File: src/rtl/branch_predictor_if.sv
// Shared types and the branch-queue push interface used by branch_predictor.
package branch_predictor_pkg;
  typedef logic [63:0] xlen_t;
  typedef logic [7:0]  id_t;
  typedef logic [3:0]  bq_id_t;
  typedef enum logic [2:0] {JAL, JALR, BEQ, BNE, BLT, BGE, BLTU, BGEU} ctrl_set_t;
  typedef struct packed {
    logic  taken;
    xlen_t pcnext;
  } bp_t;
endpackage

interface bq_push_if;
  import branch_predictor_pkg::*;
  logic   valid;
  logic   ready;
  bp_t    bp;
  xlen_t  pc;
  id_t    id;
  bq_id_t bqid;
  modport master (output valid, bp, pc, id, input ready, bqid);
  modport slave  (input valid, bp, pc, id, output ready, bqid);
endinterface

File: src/rtl/branch_predictor.sv
// Branch predictor: one-entry stage between decode and the branch queue, 2-bit BHT direction
// prediction, and a direct-mapped JALR target buffer when BP_BTB_EN is defined.
module branch_predictor
  import branch_predictor_pkg::*;
#(
  parameter int NR_BHT_ENTRIES = 64,
  parameter int NR_BTB_ENTRIES = 16
) (
  input  logic      clk,
  input  logic      rstn,
  input  logic      dec_valid,
  output logic      dec_ready,
  input  xlen_t     dec_pc,
  input  id_t       dec_id,
  input  xlen_t     dec_imm,
  input  ctrl_set_t dec_op,
  bq_push_if.master bq_push_io,
  output logic      out_valid,
  output id_t       out_id,
  output bq_id_t    out_bqid,
  output logic      redirect_valid,
  output xlen_t     redirect_pc,
  input  logic      upd_valid,
  input  xlen_t     upd_pc,
  input  ctrl_set_t upd_op,
  input  logic      upd_taken,
  input  xlen_t     upd_target,
  input  logic      flush_i
);
  localparam int BHT_W = $clog2(NR_BHT_ENTRIES);

  logic  full_q, full_d;
  xlen_t pc_q, pc_d;
  id_t   id_q, id_d;
  bp_t   bp_q, bp_d;
  logic  push_fire, accept;
  bp_t   pred, btb_pred;
  xlen_t pc_taken, pc_seq;

  logic [1:0]       bht_q [NR_BHT_ENTRIES];
  logic [1:0]       bht_cur, bht_upd_d;
  logic [BHT_W-1:0] bht_rd_idx, bht_wr_idx;
  logic             upd_cond;

  assign pc_taken   = dec_pc + dec_imm;
  assign pc_seq     = dec_pc + 64'd4;
  assign bht_rd_idx = dec_pc[BHT_W+1:2];
  assign bht_wr_idx = upd_pc[BHT_W+1:2];
  assign upd_cond   = upd_valid && (upd_op != JAL) && (upd_op != JALR);

  always_comb begin
    pred.taken  = 1'b0;
    pred.pcnext = pc_seq;
    case (dec_op)
      JAL: begin
        pred.taken  = 1'b1;
        pred.pcnext = pc_taken;
      end
      JALR: begin
        pred.taken  = btb_pred.taken;
        pred.pcnext = {btb_pred.pcnext[63:1], 1'b0};
      end
      default: begin
        pred.taken  = bht_q[bht_rd_idx][1];
        pred.pcnext = pred.taken ? pc_taken : pc_seq;
      end
    endcase
  end

  // Lookup reads the registered array, so a same-cycle update is seen only next cycle.
  assign bht_cur = bht_q[bht_wr_idx];
  always_comb begin
    bht_upd_d = bht_cur;
    if (upd_taken) begin
      if (bht_cur != 2'b11) bht_upd_d = bht_cur + 2'd1;
    end else if (bht_cur != 2'b00) begin
      bht_upd_d = bht_cur - 2'd1;
    end
  end

  always_ff @(posedge clk or negedge rstn) begin
    if (!rstn) begin
      for (int i = 0; i < NR_BHT_ENTRIES; i++) bht_q[i] <= 2'b01;
    end else if (upd_cond) begin
      bht_q[bht_wr_idx] <= bht_upd_d;
    end
  end

`ifdef BP_BTB_EN
  localparam int BTB_W = $clog2(NR_BTB_ENTRIES);
  localparam int TAG_W = 64 - BTB_W - 2;

  logic             btb_vld_q [NR_BTB_ENTRIES];
  logic [TAG_W-1:0] btb_tag_q [NR_BTB_ENTRIES];
  xlen_t            btb_tgt_q [NR_BTB_ENTRIES];
  logic [BTB_W-1:0] btb_rd_idx, btb_wr_idx;
  logic             btb_wr;
  logic [1:0]       unused_upd_pc_lo;

  assign btb_rd_idx       = dec_pc[BTB_W+1:2];
  assign btb_wr_idx       = upd_pc[BTB_W+1:2];
  assign btb_wr           = upd_valid && (upd_op == JALR);
  assign unused_upd_pc_lo = upd_pc[1:0];

  always_comb begin
    btb_pred.taken  = 1'b0;
    btb_pred.pcnext = pc_seq;
    if (btb_vld_q[btb_rd_idx] && (btb_tag_q[btb_rd_idx] == dec_pc[63:BTB_W+2])) begin
      btb_pred.taken  = 1'b1;
      btb_pred.pcnext = btb_tgt_q[btb_rd_idx];
    end
  end

  always_ff @(posedge clk or negedge rstn) begin
    if (!rstn) begin
      for (int i = 0; i < NR_BTB_ENTRIES; i++) btb_vld_q[i] <= 1'b0;
    end else if (btb_wr) begin
      btb_vld_q[btb_wr_idx] <= 1'b1;
    end
  end

  // Tag and target are qualified by the valid bit, so they need no reset.
  always_ff @(posedge clk) begin
    if (btb_wr) begin
      btb_tag_q[btb_wr_idx] <= upd_pc[63:BTB_W+2];
      btb_tgt_q[btb_wr_idx] <= upd_target;
    end
  end
`else
  localparam int unused_btb_entries = NR_BTB_ENTRIES;
  logic unused_upd;

  assign btb_pred.taken  = 1'b0;
  assign btb_pred.pcnext = pc_seq;
  assign unused_upd      = ^{upd_pc[63:BHT_W+2], upd_pc[1:0], upd_target};
`endif

  assign bq_push_io.valid = full_q && !flush_i;
  assign bq_push_io.bp    = bp_q;
  assign bq_push_io.pc    = pc_q;
  assign bq_push_io.id    = id_q;
  assign push_fire        = bq_push_io.valid && bq_push_io.ready;
  assign dec_ready        = (!full_q || push_fire) && !flush_i;
  assign accept           = dec_valid && dec_ready;

  assign out_valid      = push_fire;
  assign out_id         = id_q;
  assign out_bqid       = bq_push_io.bqid;
  assign redirect_valid = push_fire && bp_q.taken;
  assign redirect_pc    = bp_q.pcnext;

  always_comb begin
    full_d = full_q;
    pc_d   = pc_q;
    id_d   = id_q;
    bp_d   = bp_q;
    if (flush_i) begin
      full_d = 1'b0;
    end else if (accept) begin
      full_d = 1'b1;
      pc_d   = dec_pc;
      id_d   = dec_id;
      bp_d   = pred;
    end else if (push_fire) begin
      full_d = 1'b0;
    end
  end

  always_ff @(posedge clk or negedge rstn) begin
    if (!rstn) begin
      full_q <= 1'b0;
      pc_q   <= '0;
      id_q   <= '0;
      bp_q   <= '0;
    end else begin
      full_q <= full_d;
      pc_q   <= pc_d;
      id_q   <= id_d;
      bp_q   <= bp_d;
    end
  end
endmodule

File: src/flat_wrapper.sv
// flat-port wrapper written by rule: the top's interface ports become plain ports
module branch_predictor_flat import branch_predictor_pkg::*;
#(
  parameter int NR_BHT_ENTRIES = 64,
  parameter int NR_BTB_ENTRIES = 16
)
  (clk, rstn, dec_valid, dec_ready, dec_pc, dec_id, dec_imm, dec_op, out_valid, out_id, out_bqid, redirect_valid, redirect_pc, upd_valid, upd_pc, upd_op, upd_taken, upd_target, flush_i, bq_push_io_valid, bq_push_io_bp, bq_push_io_pc, bq_push_io_id, bq_push_io_ready, bq_push_io_bqid);
  bq_push_if bq_push_io_i ();
  input  logic clk;
  input  logic rstn;
  input  logic dec_valid;
  output logic dec_ready;
  input  xlen_t dec_pc;
  input  id_t dec_id;
  input  xlen_t dec_imm;
  input  ctrl_set_t dec_op;
  output logic out_valid;
  output id_t out_id;
  output bq_id_t out_bqid;
  output logic redirect_valid;
  output xlen_t redirect_pc;
  input  logic upd_valid;
  input  xlen_t upd_pc;
  input  ctrl_set_t upd_op;
  input  logic upd_taken;
  input  xlen_t upd_target;
  input  logic flush_i;
  output wire logic [$bits(bq_push_io_i.valid)-1:0] bq_push_io_valid;
  output wire logic [$bits(bq_push_io_i.bp)-1:0] bq_push_io_bp;
  output wire logic [$bits(bq_push_io_i.pc)-1:0] bq_push_io_pc;
  output wire logic [$bits(bq_push_io_i.id)-1:0] bq_push_io_id;
  input wire logic [$bits(bq_push_io_i.ready)-1:0] bq_push_io_ready;
  input wire logic [$bits(bq_push_io_i.bqid)-1:0] bq_push_io_bqid;
  assign bq_push_io_valid = bq_push_io_i.valid;
  assign bq_push_io_bp = bq_push_io_i.bp;
  assign bq_push_io_pc = bq_push_io_i.pc;
  assign bq_push_io_id = bq_push_io_i.id;
  assign bq_push_io_i.ready = bq_push_io_ready;
  assign bq_push_io_i.bqid = bq_push_io_bqid;
  branch_predictor #(.NR_BHT_ENTRIES(NR_BHT_ENTRIES), .NR_BTB_ENTRIES(NR_BTB_ENTRIES)) u_core (.clk(clk), .rstn(rstn), .dec_valid(dec_valid), .dec_ready(dec_ready), .dec_pc(dec_pc), .dec_id(dec_id), .dec_imm(dec_imm), .dec_op(dec_op), .bq_push_io(bq_push_io_i), .out_valid(out_valid), .out_id(out_id), .out_bqid(out_bqid), .redirect_valid(redirect_valid), .redirect_pc(redirect_pc), .upd_valid(upd_valid), .upd_pc(upd_pc), .upd_op(upd_op), .upd_taken(upd_taken), .upd_target(upd_target), .flush_i(flush_i));
endmodule
File: config.mk
export PLATFORM = sky130hd
export DESIGN_NAME = branch_predictor_flat
export DESIGN_NICKNAME = d
export VERILOG_FILES = /design/src/rtl/branch_predictor_if.sv /design/src/rtl/branch_predictor.sv /design/src/flat_wrapper.sv
export SDC_FILE = /design/constraint.sdc
export NUM_CORES = 1
export LEC_CHECK = 0
export ABC_AREA = 1
export BUFFER_PORTS_ARGS = -buffer_cell sky130_fd_sc_hd__buf_2
export CAP_MARGIN = 20
export CORE_ASPECT_RATIO = 0.6
export CORE_UTILIZATION = 27
export CTS_CLUSTER_SIZE = 25
export DETAILED_ROUTE_END_ITERATION = 8
export PLACE_DENSITY_LB_ADDON = 0.12
export SLEW_MARGIN = 20
export SYNTH_ARGS = -nofsm -noshare
export SYNTH_HDL_FRONTEND = slang
export SYNTH_SLANG_ARGS = --single-unit
File: constraint.sdc
create_clock -name clk -period 4.61 [get_ports clk]
set_input_delay 0.6915 -clock clk [delete_from_list [all_inputs] [get_ports clk]]
set_output_delay 0.6915 -clock clk [all_outputs]
set_load 0.02 [all_outputs]
==> metrics.md, run 1 <==
| Metric | Value |
|---|---|
| Met3 Track Usage GR | `9.81%` |
| Clock tree root buffer cell | `sky130_fd_sc_hd__clkbuf_16` |
| Critical path startpoint | `dec_pc[54]` |
| Outcome | `completed` |
| Post-route cell area | `roughly 24000 µm²` |
| Worst relative slew slack | `37.1%` |
| Post-detailed-route wirelength per cell | `between 20 and 25 µm` |
| Input/output buffers | `around 370` |
| Number of nets at the end of the flow | `a little under 4000` |
| Synthesis warning total | `0` |
| Biggest fanout along the worst timing path | `5` |
| Ratio of final minimum period to clock period | `between 70% and 80%` |
| Critical path data arrival time | `4.00 ns` |
| Simple-gate area share of the yosys netlist | `38.8%` |
| DPL Wire Length | `~86000 µm` |
| Hold WC Path Type | `primary input to async pin` |
| Number of buffers on the longest clock path | `3` |
| X dimension of the die | `between 300 and 400 µm` |
| Unrepaired setup endpoints after global routing | `no` |
| Post-CTS setup buffer count | `0` |
| All-Layer GR Usage | `26.9%` |
| Final ANT Viol Nets | `0` |
| Worst Tran Pin Value | `about 0.94 ns` |
| Required time reported for the critical path endpoint | `5.10 ns` |
| Pin count of the biggest net entering global routing | `98` |
| Die Height | `between 200 and 250 µm` |
| GR peak layer | `met1` |
| Critical path launch point type | `primary input` |
| Number of enable flip-flop cells after synthesis | `0` |
| Summed instance area of the synthesized netlist | `20500 µm²` |
| Fraction of layout instances using a drive strength above 1 | `approximately 16%` |
| Startpoint of the worst register-to-register path | `u_core.bht_q[19]$_DFFE_PN0P_` |
| Layout overhead on the synthesized area | `17.3%` |
| Number of vias in the routed layout | `between 20000 and 25000` |
| Setup clock skew after layout | `roughly 0.014 ns` |
| Static power due to leakage | `roughly 12 nW` |
| H-Tree Level Count | `1` |
| Top flip-flop cell by instance count after synthesis | `sky130_fd_sc_hd__dfrtp_1` |
| Clock latency on the worst-skew pair | `~0.6 ns` |
| Total length of routed wires | `approximately 110000 µm` |
| Max VDD drop | `about 0.00028 V` |
| Final GP Congestion | `1.01` |
| Drt first pass iters | `6` |
| Fraction of registers with async set/reset | `100%` |
| Worst setup path class | `primary input to flip-flop` |
| Xor and xnor area share after synthesis | `around 3.4%` |
| Power density relative to cell area | `between 300 and 400 nW/µm²` |
| Count of max-cap constraint violations | `0` |
| Setup TNS Final | `0 ns` |
| Met2 routing resource usage after global routing | `between 30% and 40%` |
| Clock-pin slew reported for the worst setup and hold paths after clock tree synthesis | `0.07 ns` |
| Peak clock frequency supported by timing | `about 280 MHz` |
| CTS sink count | `around 270` |
| Total of endpoints with negative setup slack in the final report | `0` |
| Hold WS | `between 0.15 and 0.2 ns` |
| Drt drc | `0` |
| Nets in the synthesized netlist | `around 3600` |
| Sequential fraction of the synthesis area | `around a third` |
| Combined area of the multi-input logic cells | `approximately 11000 µm²` |
| R2r worst-path depth | `12` |
| CTS tree | `built` |
| Area of the core region | `around 74000 µm²` |
| Total count of hold-check failures in the final report | `0` |
| DR iter-0 viols | `between 2000 and 3000` |
| Initial antenna violation count | `5` |
| Multiplexer share of the synthesized area | `0%` |
| Remaining global-route overflow | `0` |
| Routing usage on met1 | `between 40% and 50%` |
| Number of global-route vias before repair | `slightly below 20000` |
| Mean post-synth cell area | `roughly 6.3 µm²` |
| Ports | `around 500` |
| Yosys reg bits | `between 200 and 300` |
| Number of gates given a new drive strength after cts | `0` |
| Num CTS Buffers | `31` |
| FP Rows | `77` |
| Count of final max-slew check failures | `0` |
| Arithmetic-cell share of the synthesized area counting full adders, half adders and majority gates | `4.00%` |
| Synth cell types | `between 40 and 50` |
| Placed instance area | `between 20000 and 25000 µm²` |
| Total area of sequential cells | `~6700 µm²` |
| Syn Inst Count | `3236` |
| Ratio of routed vias to standard cells | `4.94` |
| Hold_buf cts | `0` |
| Filler Cell Count | `8419` |
| Largest family of logic cells by synthesized area | `simple AND/OR/NAND/NOR gates` |
| Compound-Gate Fraction of Synth Area | `between 8 and 9%` |
| Full die area | `~77000 µm²` |
| Initial standard-cell utilization of the core | `between 20% and 30%` |
| Tmin final | `about 3.5 ns` |
| Crit end category | `flip-flop` |
| First-pass GRT wire length | `approximately 150000 µm` |
[layout make-up]
type                       instances  share of cell area [%]
multi-input combinational       2412                    46.8
sequential                       266                    28.0
timing repair buffer             411                    9.43
inverter                         397                    6.23
tap                              987                    5.13
clock buffer                      35                    3.41
clock inverter                    22                   0.931
antenna                            2                  0.0208
[report_power, final]
group          internal [mW]  total, mW  leakage [nW]  switching (mW)
registers               2.70       2.98          3.25           0.282
logic                  0.816       2.87          8.54            2.06
clock network           1.46       2.63         0.506            1.17
total                   4.98       8.48          12.3            3.51
[Yosys cell counts, types with 63 or more instances]
cell,number,area share [%]
sky130_fd_sc_hd__ha_1,64,3.9
sky130_fd_sc_hd__nand3_1,235,5.7
sky130_fd_sc_hd__nand2_1,1234,23
sky130_fd_sc_hd__o21ai_0,108,2.6
sky130_fd_sc_hd__buf_4,86,3.1
sky130_fd_sc_hd__inv_1,386,7.1
sky130_fd_sc_hd__dfrtp_1,202,25
sky130_fd_sc_hd__nor2_1,327,6.0
sky130_fd_sc_hd__xor2_1,72,3.1
sky130_fd_sc_hd__a21oi_1,139,3.4
sky130_fd_sc_hd__nor3_1,63,1.5
sky130_fd_sc_hd__dfstp_2,64,8.2
[metal layers]
| layer | vias up | routed length, µm |
|---|---|---|
| met4 | 4 | 1360 |
| met3 | 79 | 13600 |
| met1 | 10400 | 56500 |
| met5 | - | 199 |
| li1 | 10700 | - |
| met2 | 1109 | 34600 |
[flip-flops by register name, indices dropped and copies added, names as in the netlist]
register / cells
u_core.bht_q: 128
u_core.bq_push_io.pc: 64
u_core.redirect_pc: 64
u_core.bq_push_io.id: 8
u_core.bq_push_io.bp: 1
u_core.full_q: 1
[worst paths after layout]
path                       slack [ns]                              endpoint
setup / recovery                 1.10    u_core.redirect_pc[62]$_DFFE_PN0P_
hold / removal                   0.16  u_core.bq_push_io.pc[54]$_DFFE_PN0P_
setup reg to reg                 1.69    u_core.redirect_pc[19]$_DFFE_PN0P_
hold reg to reg                  0.47          u_core.bht_q[60]$_DFFE_PN1P_
max in group asynchronous        3.27           u_core.bht_q[8]$_DFFE_PN1P_
min in group clk                 0.29   u_core.bq_push_io.id[5]$_DFFE_PN0P_
[critical path: stages]
cell,delay (ns)
sky130_fd_sc_hd__buf_2,0.19
sky130_fd_sc_hd__ha_1,0.61
sky130_fd_sc_hd__nand2_1,0.38
sky130_fd_sc_hd__nor2_1,0.71
sky130_fd_sc_hd__inv_1,0.13
sky130_fd_sc_hd__nor2_1,0.23
sky130_fd_sc_hd__nand2_1,0.11
sky130_fd_sc_hd__nor2_1,0.11
sky130_fd_sc_hd__nand2_1,0.06
sky130_fd_sc_hd__nand2_1,0.46
sky130_fd_sc_hd__nor2_1,0.08
sky130_fd_sc_hd__o21ai_1,0.16
sky130_fd_sc_hd__nand2_1,0.06
[cells in the final DEF (no fill, tap or decap), types with 8 or more instances in the layout]
cell                        instances
sky130_fd_sc_hd__a21oi_1          139
sky130_fd_sc_hd__nand2_1         1231
sky130_fd_sc_hd__dfrtp_1          202
sky130_fd_sc_hd__o211ai_1          24
sky130_fd_sc_hd__xor2_1            72
sky130_fd_sc_hd__nor4_1            10
sky130_fd_sc_hd__nor3_1            63
sky130_fd_sc_hd__o21bai_1          12
sky130_fd_sc_hd__clkbuf_16         31
sky130_fd_sc_hd__nor2_1           327
sky130_fd_sc_hd__nand3_1          234
sky130_fd_sc_hd__xnor2_1            8
sky130_fd_sc_hd__a22oi_1           10
sky130_fd_sc_hd__ha_1              64
sky130_fd_sc_hd__dfstp_2           64
sky130_fd_sc_hd__buf_2            365
sky130_fd_sc_hd__buf_4             38
sky130_fd_sc_hd__nand4_1           53
sky130_fd_sc_hd__o21ai_0          108
sky130_fd_sc_hd__inv_1            386
sky130_fd_sc_hd__o22ai_1           12
[logic make-up after synthesis]
kind of cell,after synthesis
compound gates,320
xor+xnor,80
fa+ha+maj,65
buf+inv,558
flops,266
simple gates,1947
[stage by stage]
step	setup WS (ns)	util, %	power, mW	instances
5_1_grt	1.09	32.3	8.89	4530
4_1_cts	1.45	32.3	8.50	4530
6_report	1.10	32.3	8.48	4532
3_3_place_gp	0.760	30.9	5.85	4473
2_1_floorplan	2.01	-	4.73	3236
3_5_place_dp	0.831	30.9	5.83	4473
Note: power is estimated with default switching activity, not from simulation.
==> run 2, diff against run 1 <==
==> constraint.sdc (replaced) <==
create_clock -name clk -period 3.55 [get_ports clk]
set_input_delay 0.5325 -clock clk [delete_from_list [all_inputs] [get_ports clk]]
set_output_delay 0.5325 -clock clk [all_outputs]
set_load 0.02 [all_outputs]
==> run 2 against run 1 <==
  * Final cell count rose by 1.4%
  * Critical endpoint is now u_core.redirect_pc[50]$_DFFE_PN0P_
  * Sequential share of layout area fell by 0.54 points
  * Clock-buffer cell count rose by 5
  * Via count rose by 0.53%
  * Combinational power rose by 32%
  * Sequential power rose by 30%
  * Clock power rose by 21%
  * Critical path depth rose by 6
  * First-iteration DRC count fell by 5.8%
  * Cell area rose by 2.0%
==> metrics.md, run 2 (synthesis results as in run 1) <==
| Metric | Value |
|---|---|
| Peak clock frequency supported by timing | `354 MHz` |
| Number of gates given a new drive strength after cts | `0 (unchanged)` |
| Total count of hold-check failures in the final report | `0 (unchanged)` |
| Number of buffers on the longest clock path | `3 (unchanged)` |
| Die Height | `215 µm (unchanged)` |
| Number of nets at the end of the flow | `3929 (+1.7%)` |
| Post-detailed-route wirelength per cell | `23.5 µm (about the same)` |
| Count of final max-slew check failures | `0 (unchanged)` |
| Clock tree root buffer cell | `sky130_fd_sc_hd__clkbuf_16` |
| Switching part of the total power | `41.3% (about the same)` |
| Input/output buffers | `366 (unchanged)` |
| Total of endpoints with negative setup slack in the final report | `0 (unchanged)` |
| Largest register FFs | `128 (unchanged)` |
| DR iter-0 viols | `2648 (-5.8%)` |
| Setup slack after placement | `0.222 ns (-0.609 ns)` |
| Ratio of routed vias to standard cells | `4.89 (-0.89%)` |
| Internal power component | `6.38 mW (+28%)` |
| H-Tree Level Count | `1 (unchanged)` |
| Register containing the most flip-flops in the final layout | `u_core.bht_q` |
| Pin count of the biggest net entering global routing | `77 (-21%)` |
| Total length of routed wires | `108000 µm (+1.5%)` |
| Worst Setup Slack, final | `0.725 ns (-0.375 ns)` |
| Dominant delay contributor by cell family on the critical path | `simple AND/OR/NAND/NOR gates` |
| Commonest cells after routing, fill and taps aside | `sky130_fd_sc_hd__nand2_1, sky130_fd_sc_hd__inv_1, sky130_fd_sc_hd__buf_2` |
| Cell type of the slowest stage on the worst timing path | `sky130_fd_sc_hd__fa_1` |
| Drt first pass iters | `5 (-1)` |
| Remaining global-route overflow | `0 (unchanged)` |
| CTS tree | `built` |
| Hold WC Path Type | `primary input to flip-flop` |
| Outcome | `completed` |
| Switch Pwr | `4.49 mW (+28%)` |
| Biggest fanout along the worst timing path | `4 (-1)` |
| Area of the core region | `74400 µm² (unchanged)` |
| Static power due to leakage | `12.6 nW (+2.5%)` |
| Flop2flop setup slack | `1.02 ns (-0.67 ns)` |
| Critical path data arrival time | `3.32 ns (-0.68 ns)` |
| Tmin final | `between 2 and 3 ns` |
| First-pass GRT wire length | `151000 µm (+2.1%)` |
| Ratio of final minimum period to clock period | `79.6%` |
| All-Layer GR Usage | `27.5% (+0.53 points)` |
| Ports | `498 (unchanged)` |
| Setup TNS Final | `0 ns (unchanged)` |
| Initial antenna violation count | `9 (+4)` |
| Worst Tran Pin Value | `0.888 ns (-0.0479 ns)` |
| Critical path launch point type | `primary input` |
| Reg power frac | `35.7% (+0.5 points)` |
| Clock-pin slew reported for the worst setup and hold paths after clock tree synthesis | `0.06 ns (about the same)` |
| DPL Wire Length | `87900 µm (+2.6%)` |
| Max VDD drop | `0.000340 V (+22%)` |
| Part of the total power dissipated in the clock network | `29.4% (-1.6 points)` |
| Drt drc | `0 (unchanged)` |
| Worst relative slew slack | `40.1% (+3.0 points)` |
| Required time reported for the critical path endpoint | `4.05 ns (-1.05 ns)` |
| FP Rows | `77 (unchanged)` |
| Layout overhead on the synthesized area | `19.6%` |
| Number of vias in the routed layout | `22500 (+0.53%)` |
| Power density relative to cell area | `443 nW/µm² (+26%)` |
| Combinational fraction of design power | `34.9% (+1.1 points)` |
| CP max stage delay | `0.47 ns (-0.24 ns)` |
| Number of buffer and inverter stages on the critical path | `2 (unchanged)` |
| Full die area | `77100 µm² (unchanged)` |
| CTS sink count | `266 (unchanged)` |
| Setup clock skew after layout | `0.0148 ns (+0.000896 ns)` |
| Num CTS Buffers | `30 (-3.2%)` |
| Crit end category | `flip-flop` |
| X dimension of the die | `358 µm (unchanged)` |
| Clock latency on the worst-skew pair | `0.61 ns (about the same)` |
| Most common cell after layout, fill and taps aside | `sky130_fd_sc_hd__nand2_1` |
| Initial standard-cell utilization of the core | `27.6% (unchanged)` |
| Number of global-route vias before repair | `20200 (+1.8%)` |
| Final ANT Viol Nets | `0 (unchanged)` |
| Worst setup path class | `primary input to flip-flop` |
| Unrepaired setup endpoints after global routing | `no` |
| Fraction of layout instances using a drive strength above 1 | `17.2% (+1.4 points)` |
| Count of max-cap constraint violations | `0 (unchanged)` |
| CP Cell Sequence | `buf_2, ha_1, inv_1, fa_1, nand3b_1, nand2_1, nand2_1, nand2_1, nand2_1, nand2_1, nand2_1, nand2_1, nand2_1, nand3_1, nand2_1, nand3_1, nand2_1, nand2_1, nand2_1` |
| Final GP Congestion | `0.992 (-1.4%)` |
| CP dominant cell by count | `sky130_fd_sc_hd__nand2_1` |
==> run 2: cell count changes in the layout (fill, tap and decap cells not counted), sizes merged <==
cell | before | now
clkbuf | 35 | 40
inv | 400 | 397
clkinvlp | 5 | 4
dlygate4sd3 | 0 | 1
bufinv | 3 | 1
diode | 2 | 3
buf | 411 | 475
==> run 2: power groups by stage <==
stage | logic, mW | registers [mW] | clock network (mW)
finish | 3.80 | 3.88 | 3.19
global route | 4.10 | 3.94 | 3.41
CTS | 3.74 | 3.88 | 3.30
detailed placement | 3.72 | 3.93 | 0
global placement | 3.75 | 3.93 | 0
floorplan | 1.94 | 4.19 | 0
==> run 2: tightest hold or removal path: stages <==
cell and delay [ns]:
sky130_fd_sc_hd__buf_2 0.07, sky130_fd_sc_hd__nand2_1 0.04, sky130_fd_sc_hd__nand2_1 0.05
==> run 2: repair_timing <==
action | in CTS | in global routing
endpoints found under the hold margin | 48 | 0
setup endpoints to repair | 0 | 0
hold buffers | 1 | 0
setup buffers | 0 | 0
==> run 2: final timing paths <==
kind / from / to / cells past startpoint
max: dec_pc[0] / u_core.redirect_pc[50]$_DFFE_PN0P_ / 19
min in group asynchronous: rstn / u_core.bq_push_io.pc[54]$_DFFE_PN0P_ / 2
max in group asynchronous: rstn / u_core.bht_q[80]$_DFFE_PN1P_ / 4
min reg2reg: u_core.bht_q[60]$_DFFE_PN1P_ / u_core.bht_q[60]$_DFFE_PN1P_ / 2
max reg2reg: u_core.bht_q[29]$_DFFE_PN0P_ / u_core.redirect_pc[50]$_DFFE_PN0P_ / 15
min: dec_id[5] / u_core.bq_push_io.id[5]$_DFFE_PN0P_ / 3
==> run 2: metal layers <==
metal	track usage (%)	vias to the layer above	part of all wire [%]
li1	-	10900	-
met1	45.7	10500	53
met2	30.5	1027	32
met3	12.0	93	13
met4	4.18	6	1.6
met5	0	-	0.037
==> run 2: cell type report <==
type	count	area, µm²
antenna	3	7.51
clock buffer	40	850
clock inverter	16	119
fill	8346	49900
inverter	397	1500
multi-input combinational	2412	11300
sequential	266	6740
tap	987	1230
timing repair buffer	476	2820
==> run 2: metrics by stage <==
stage	std cells	utilization, %	hold WS, ns	cell area [µm²]	total power, mW
final	4597	33.0	0.124	24500	10.9
after global routing	4594	33.0	0.108	24500	11.5
after CTS	4594	33.0	0.0853	24500	10.9
after detailed placement	4537	31.6	0.456	23500	7.65
after global placement	4537	31.6	0.457	23500	7.68
after floorplan	3236	-	0.237	20500	6.14
